File: config.mk
export PLATFORM = sky130hd
export DESIGN_NAME = p_box_stream
export DESIGN_NICKNAME = d
export VERILOG_FILES = /design/src/rtl/p_box_stream.sv
export SDC_FILE = /design/constraint.sdc
export NUM_CORES = 1
export LEC_CHECK = 0
export ABC_AREA = 1
export CAP_MARGIN = 20
export CORE_MARGIN = 8
export CORE_UTILIZATION = 47
export DETAILED_ROUTE_END_ITERATION = 6
export GPL_ROUTABILITY_DRIVEN = 0
export PLACE_DENSITY = 0.68
export SLEW_MARGIN = 0
export SYNTH_ARGS = -nofsm -noshare
export SYNTH_HDL_FRONTEND = slang
export SYNTH_SLANG_ARGS = --single-unit
File: constraint.sdc
create_clock -name clk -period 10.59 [get_ports clk]
set_input_delay 2.118 -clock clk [delete_from_list [all_inputs] [get_ports clk]]
set_output_delay 2.118 -clock clk [all_outputs]
set_load 0.05 [all_outputs]
File: src/rtl/p_box_stream.sv
// Buffered MacGuffin 48-bit P-box (forward / inverse) over CHANNELS lanes with a DEPTH-entry FIFO.
// Optional feature macro: P_BOX_STREAM_STATS_EN adds the saturating stat_count accepted-word counter.
module p_box_stream #(
  parameter int CHANNELS = 2,
  parameter int DEPTH    = 4
) (
  input  logic                     clk,
  input  logic                     rst,
  input  logic                     in_valid,
  output logic                     in_ready,
  input  logic                     in_inverse,
  input  logic [48*CHANNELS-1:0]   in_data,
  output logic                     out_valid,
  input  logic                     out_ready,
  output logic [48*CHANNELS-1:0]   out_data,
  output logic                     out_inverse
`ifdef P_BOX_STREAM_STATS_EN
  ,
  output logic [31:0]              stat_count
`endif
);

  localparam int W  = 48 * CHANNELS;
  localparam int AW = $clog2(DEPTH);
  localparam logic [AW:0] FULL_COUNT = (AW + 1)'(DEPTH);

  // Source bit for output bits 47 down to 0 (index 0 is output bit 47).
  localparam int SRC [48] = '{
    45, 42, 25, 22,  4,  2,
    46, 43, 24, 21,  7,  1,
    44, 41, 23, 18, 15,  0,
    35, 33, 30, 29, 11,  5,
    47, 37, 28, 17,  9,  3,
    40, 39, 19, 16, 14, 10,
    38, 32, 26, 20, 13,  8,
    36, 34, 31, 27, 12,  6
  };

  logic [W-1:0]  fwd_data;
  logic [W-1:0]  inv_data;
  logic [W-1:0]  perm_data;

  genvar gi, gk;
  generate
    for (gi = 0; gi < CHANNELS; gi++) begin : g_lane
      for (gk = 0; gk < 48; gk++) begin : g_bit
        assign fwd_data[48*gi + 47 - gk]  = in_data[48*gi + SRC[gk]];
        assign inv_data[48*gi + SRC[gk]]  = in_data[48*gi + 47 - gk];
      end
    end
  endgenerate

  assign perm_data = in_inverse ? inv_data : fwd_data;

  logic [AW-1:0] wr_ptr_reg;
  logic [AW-1:0] rd_ptr_reg;
  logic [AW:0]   count_reg;
  logic          push;
  logic          pop;

  // Mode bit travels in the top bit of each stored entry.
  logic [W:0]    mem [DEPTH];
  logic [W:0]    head;

  assign in_ready  = (count_reg != FULL_COUNT) && !rst;
  assign out_valid = (count_reg != '0);
  assign push      = in_valid && in_ready;
  assign pop       = out_valid && out_ready;

  always_ff @(posedge clk or posedge rst) begin
    if (rst) begin
      wr_ptr_reg <= '0;
      rd_ptr_reg <= '0;
      count_reg  <= '0;
    end else begin
      if (push) begin
        wr_ptr_reg <= wr_ptr_reg + 1'b1;
      end
      if (pop) begin
        rd_ptr_reg <= rd_ptr_reg + 1'b1;
      end
      case ({push, pop})
        2'b10:   count_reg <= count_reg + 1'b1;
        2'b01:   count_reg <= count_reg - 1'b1;
        default: count_reg <= count_reg;
      endcase
    end
  end

  // Storage is never reset; empty-state outputs are masked below instead.
  always_ff @(posedge clk) begin
    if (push) begin
      mem[wr_ptr_reg] <= {in_inverse, perm_data};
    end
  end

  assign head        = mem[rd_ptr_reg];
  assign out_data    = out_valid ? head[W-1:0] : '0;
  assign out_inverse = out_valid & head[W];

`ifdef P_BOX_STREAM_STATS_EN
  logic [31:0] stat_reg;

  always_ff @(posedge clk or posedge rst) begin
    if (rst) begin
      stat_reg <= '0;
    end else if (push && (stat_reg != 32'hFFFF_FFFF)) begin
      stat_reg <= stat_reg + 32'd1;
    end
  end

  assign stat_count = stat_reg;
`endif

endmodule

* After elaboration in Yosys (flattened, before gate mapping)
Memory sizes are Yosys's and may differ from the RTL's.
Cells that the tools add are included.
Widths: inputs -> output; s select.
** Cells by class
- $add $sub $neg :: 4
- Multipliers :: 0
- Div/mod/pow operators :: 0
- $lt $le $gt $ge :: 0
- Eq/ne operators :: 3
- Shift operators :: 0
- Multiplexer cells :: 5
- Bitwise operators :: 1
- Reductions and logical operators :: 6
** Operator list (number)
- $mux 96 :: 2
- $pmux 3 s2 :: 1
- $add 2x1->2 const B :: 2
- $add 3x1->3 const B :: 1
- $logic_and 1x1->1 :: 3
- $ne 3x3->1 const B :: 1
- $reduce_bool 3->1 :: 1
- $sub 3x1->3 const B :: 1
- $eq 2x1->1 const B :: 1
- $eq 2x2->1 const B :: 1
- $mux 1 :: 2
- $reduce_bool 2->1 :: 1
- $and 1x1->1 :: 1
- $logic_not 1->1 :: 1
** Storage, ports and cells
- Register bits after elaboration :: 7
- Bits in latches :: 0
- Bits in writable memories :: 388
- Bits in read-only memories :: 0
- Input bits :: 101
- Output and inout port bits :: 99
- Logic and storage cells :: 23
- Memories kept :: 1
** Memory list
- mem :: depth 4, width 97, read ports 1, clocked after Yosys merged registers in 0, write ports 1, line 62 : logic [W:0] mem [DEPTH];

* Longest topological paths before layout
- Depth in word-level cells :: 5
- Depth in mapped cells :: 12
- Depth with buffers taken out :: 12

* Worst setup path after synthesis
OpenSTA, ideal clock, no wires.
- Kind :: input -> register
- From :: input port rst
- To :: memory mem[0][0] (netlist name) (enable)
- Library setup time :: 0.554 ns
- Arrival time :: 6.664 ns
- Data required time :: 10.036 ns
- Slack :: 3.372 ns
- Stages :: 3
- Path buffers :: 0
- Cells stage by stage :: inv_1 -> nand3_1 -> nor2_1
** Between the ends
- Longest elaborated chain between the ends :: 5
** Ends and longest elaborated chain
- start: declaration :: line 8 : input logic rst,
- $logic_not 1->1 (no line)
- $logic_and 1x1->1 :: line 65 : assign in_ready = (count_reg != FULL_COUNT) && !rst;
- $logic_and 1x1->1 :: line 67 : assign push = in_valid && in_ready;
- $mux 1 :: line 92 : if (push) begin
- $mux 1 (implied by the code) :: line 93 : mem[wr_ptr_reg] <= {in_inverse, perm_data};
- end: declaration :: line 62
Every way passes these cells.

* Worst setup path after layout
- From :: register rd_ptr_reg[0]
- To :: output port out_data[52]
** Between the ends
- Longest elaborated chain between the ends :: 2
** Ends and longest elaborated chain
- start: declaration :: line 56 : logic [AW-1:0] rd_ptr_reg;
- start signal: assignment :: line 80 : rd_ptr_reg <= rd_ptr_reg + 1'b1;
- $mem_v2 4x97
- $mux 96 :: line 98 : assign out_data = out_valid ? head[W-1:0] : '0;
- end: declaration :: line 15 : output logic [48*CHANNELS-1:0] out_data,
Every way passes these cells.

==> flow_metrics.env <==
export IMPL_ys_ff_latch=395
export IMPL_synth_area_leaders="edfxtp_1, nand2_1, inv_1"
export IMPL_clock_sinks=395
export IMPL_cts_root_buf="clkbuf_16"
export IMPL_async_flop_share_pct=1.77
export IMPL_required_ns=8.47
export IMPL_die_area_sq_mm=0.0453
export IMPL_critPathKind="flip-flop to output pin"
export IMPL_crit_chain="buf_4 -> buf_4 -> nand2_1 -> nand3_1 -> a21oi_1 -> clkdlybuf4s50_1"
export IMPL_synth_area_leader_cell="edfxtp_1"
export IMPL_seq_area_frac_synth_pct=64.9
export IMPL_num_vias=12500
export IMPL_sw_frac_of_total_pct=45.1
export IMPL_r2r_end="mem[0][14]"
export IMPL_fin_hold_ws_ns=0.496
export IMPL_area_growth_pct=19.6
export IMPL_grt_max_degree=100
export IMPL_place_port_buffers=199
export IMPL_cp_end_kind="output pin"
export IMPL_ios=200
export IMPL_period_minus_slack_ns=6.16
export IMPL_crit_slowest_cell="buf_4"
export IMPL_p_seq_share_pct=30.3
export IMPL_ctsResizeCount=0
export IMPL_worst_slew_pin_slew_ns=1.10
export IMPL_synth_cells=1821
export IMPL_hp_start="count_reg[0]"
export IMPL_fmax_mhz=162
export IMPL_fin_crit_sh_pct=58.2
export IMPL_synth_top_area_share_pct=64.0
export IMPL_dieHeight_microns=213
export IMPL_finalPower_mw=6.56
export IMPL_htree_levels=2
export IMPL_drc=0
export IMPL_overflow=0
export IMPL_drtIter0Drc=829
export IMPL_synth_warnings=0
export IMPL_fin_tns_setup_ns=0
export IMPL_synth_cell_types=25
export IMPL_powerDensity_mw_per_mm2=301
export IMPL_p_comb_share_pct=49.2
export IMPL_status="finished, final reports clean"
export IMPL_wirelength_mm=45.2
export IMPL_final_area_sq_mm=0.0218
export IMPL_crit_buf_inv=3
export IMPL_tritoncts="done"
export IMPL_core_area_sq_mm=0.0385
export IMPL_cts_buffers=43
export IMPL_multi_input_area_sq_mm=0.00427
export IMPL_hold_viol=0
export IMPL_antenna_found_initial=1
export IMPL_reg2reg_slack_ns=7.60
export IMPL_post_dp_cell_area_sq_mm=0.0205
export IMPL_synth_top_flop_cell="edfxtp_1"
export IMPL_syn_nets=1928
export IMPL_layout_common_cells="nand2_1, inv_1, edfxtp_1"
export IMPL_final_nets=2093
export IMPL_hold_path_class="flip-flop to flip-flop"
export IMPL_finalWorstSetupSlack_ns=4.43
export IMPL_ir_drop_mv=0.214
export IMPL_synth_edff_count=388
export IMPL_crit_fanout=96
export IMPL_hold_path_end="count_reg[0]"
export IMPL_syn_area_sq_mm=0.0182
export IMPL_grt_use_total_pct=20.0
export IMPL_leakage_nw=9.33
export IMPL_crit_arrival_ns=4.05
export IMPL_grt_pass1_wl_mm=69.7
export IMPL_die_width_microns=213
export IMPL_post_drt_wl_per_cell_microns=17.8
export IMPL_cp_depth=6
export IMPL_clk_latency_ns=0.55
export IMPL_clk_pin_slew_ns=0.05
export IMPL_rsz0062_at_grt="false"
export IMPL_seq_area_sq_mm=0.0118
export IMPL_post_cts_buffers=0
export IMPL_critPathLaunchType="flip-flop"
export IMPL_dp_slack_ns=4.96
export IMPL_maxSlewViolCount=0
export IMPL_n_antenna_cell=0
export IMPL_row_count=72
export IMPL_skew_ns=0.0129
export IMPL_max_cap_violations=0
export IMPL_hold_buffers=0
export IMPL_setup_viol=0
export IMPL_reg2reg_depth=6
export IMPL_routed_via_density=4.94
export IMPL_drive_gt1_share_pct=6.64
export IMPL_path_common_cell="buf_4"
export IMPL_grt_pass1_vias=12400
export IMPL_clockBufferDepth=3
export IMPL_avgSynthCellArea_sq_um=10.0
export IMPL_crit_family="buffers and inverters"
export IMPL_fillers=3243
export IMPL_maxSlewHeadroom_pct=26.4
export IMPL_largest_register_ffs=388
export IMPL_holdPathStages=1
export IMPL_slowest_delay_ns=0.91
export IMPL_start_util_pct=47.4
export IMPL_p_clk_share_pct=20.5
export IMPL_hpwl_mm=27.0
export IMPL_ant_nets=0
export IMPL_r2r_start="count_reg[0]"
export IMPL_detail_route_first_pass_iterations=5
export IMPL_layout_commonest_cell="nand2_1"
export IMPL_p_int_mw=3.60
export IMPL_p_sw_mw=2.96
[power by group through the flow]
stage / Combinational, mW / Clock (mW) / Sequential (mW)
6_report: 3.23 / 1.35 / 1.99
3_3_place_gp: 3.23 / 0 / 2.02
2_1_floorplan: 2.26 / 0 / 1.99
5_1_grt: 3.43 / 1.43 / 2.01
4_1_cts: 3.27 / 1.37 / 1.99
3_5_place_dp: 3.25 / 0 / 2.02
[through the flow]
stage | cells | utilization (%)
finish | 2536 | 56.6
floorplan | 1821 | -
global route | 2536 | 56.6
detailed placement | 2459 | 53.4
global placement | 2459 | 53.4
CTS | 2536 | 56.6
[worst register-to-register path, stage by stage, from the launching register on]
cell and delay, ns:
dfrtp_1 0.37, inv_2 0.07, nand3_1 0.11, nand3_1 0.39, nor2_4 0.19, buf_4 0.57
buf_4 0.89
[how the worst max path moves through the flow]
stage / start / endpoint / slack [ns]
3_5_place_dp: rst / in_ready / 4.96
4_1_cts: rd_ptr_reg[0] / out_inverse / 4.38
2_1_floorplan: rst / mem[0][0] / 3.37
5_1_grt: rd_ptr_reg[0] / out_data[23] / 4.16
6_report: rd_ptr_reg[0] / out_data[52] / 4.43
3_3_place_gp: rst / in_ready / 4.95
[cells by family after synthesis]
group | count (synthesis) | synth area share, %
fa+ha+maj | 6 | 0.453
compound gates | 178 | 5.52
simple gates | 685 | 16.1
mux | 18 | 1.11
buf+inv | 537 | 11.8
flops | 395 | 64.9
xor+xnor | 2 | 0.0962
[cells in the mapped netlist (all sizes together), types with 5 or more instances]
| cell | instances |
|---|---|
| inv | 444 |
| nand2 | 440 |
| edfxtp | 388 |
| nand3 | 199 |
| a21oi | 136 |
| buf | 65 |
| nor2 | 43 |
| o21ai | 41 |
| clkbuf | 28 |
| mux2 | 18 |
| dfrtp | 7 |
| ha | 5 |
[per-layer routing]
layer  GRT usage (%)  wire, microns  up-vias
met2            34.3          22000      412
met4            5.97            918        2
met3            3.95           3390       64
li1                -              -     6111
met1            25.5          18900     5943
met5               0              9        -
[cell type report]
class | instances | area share [%]
inverters | 444 | 7.71
repair buffers | 213 | 9.63
flip-flops and latches | 395 | 54.3
multi-input cells | 889 | 19.6
clock buffers | 48 | 5.03
clock inverters | 29 | 0.735
well taps | 518 | 2.98
(Power assumes the default switching activity.)
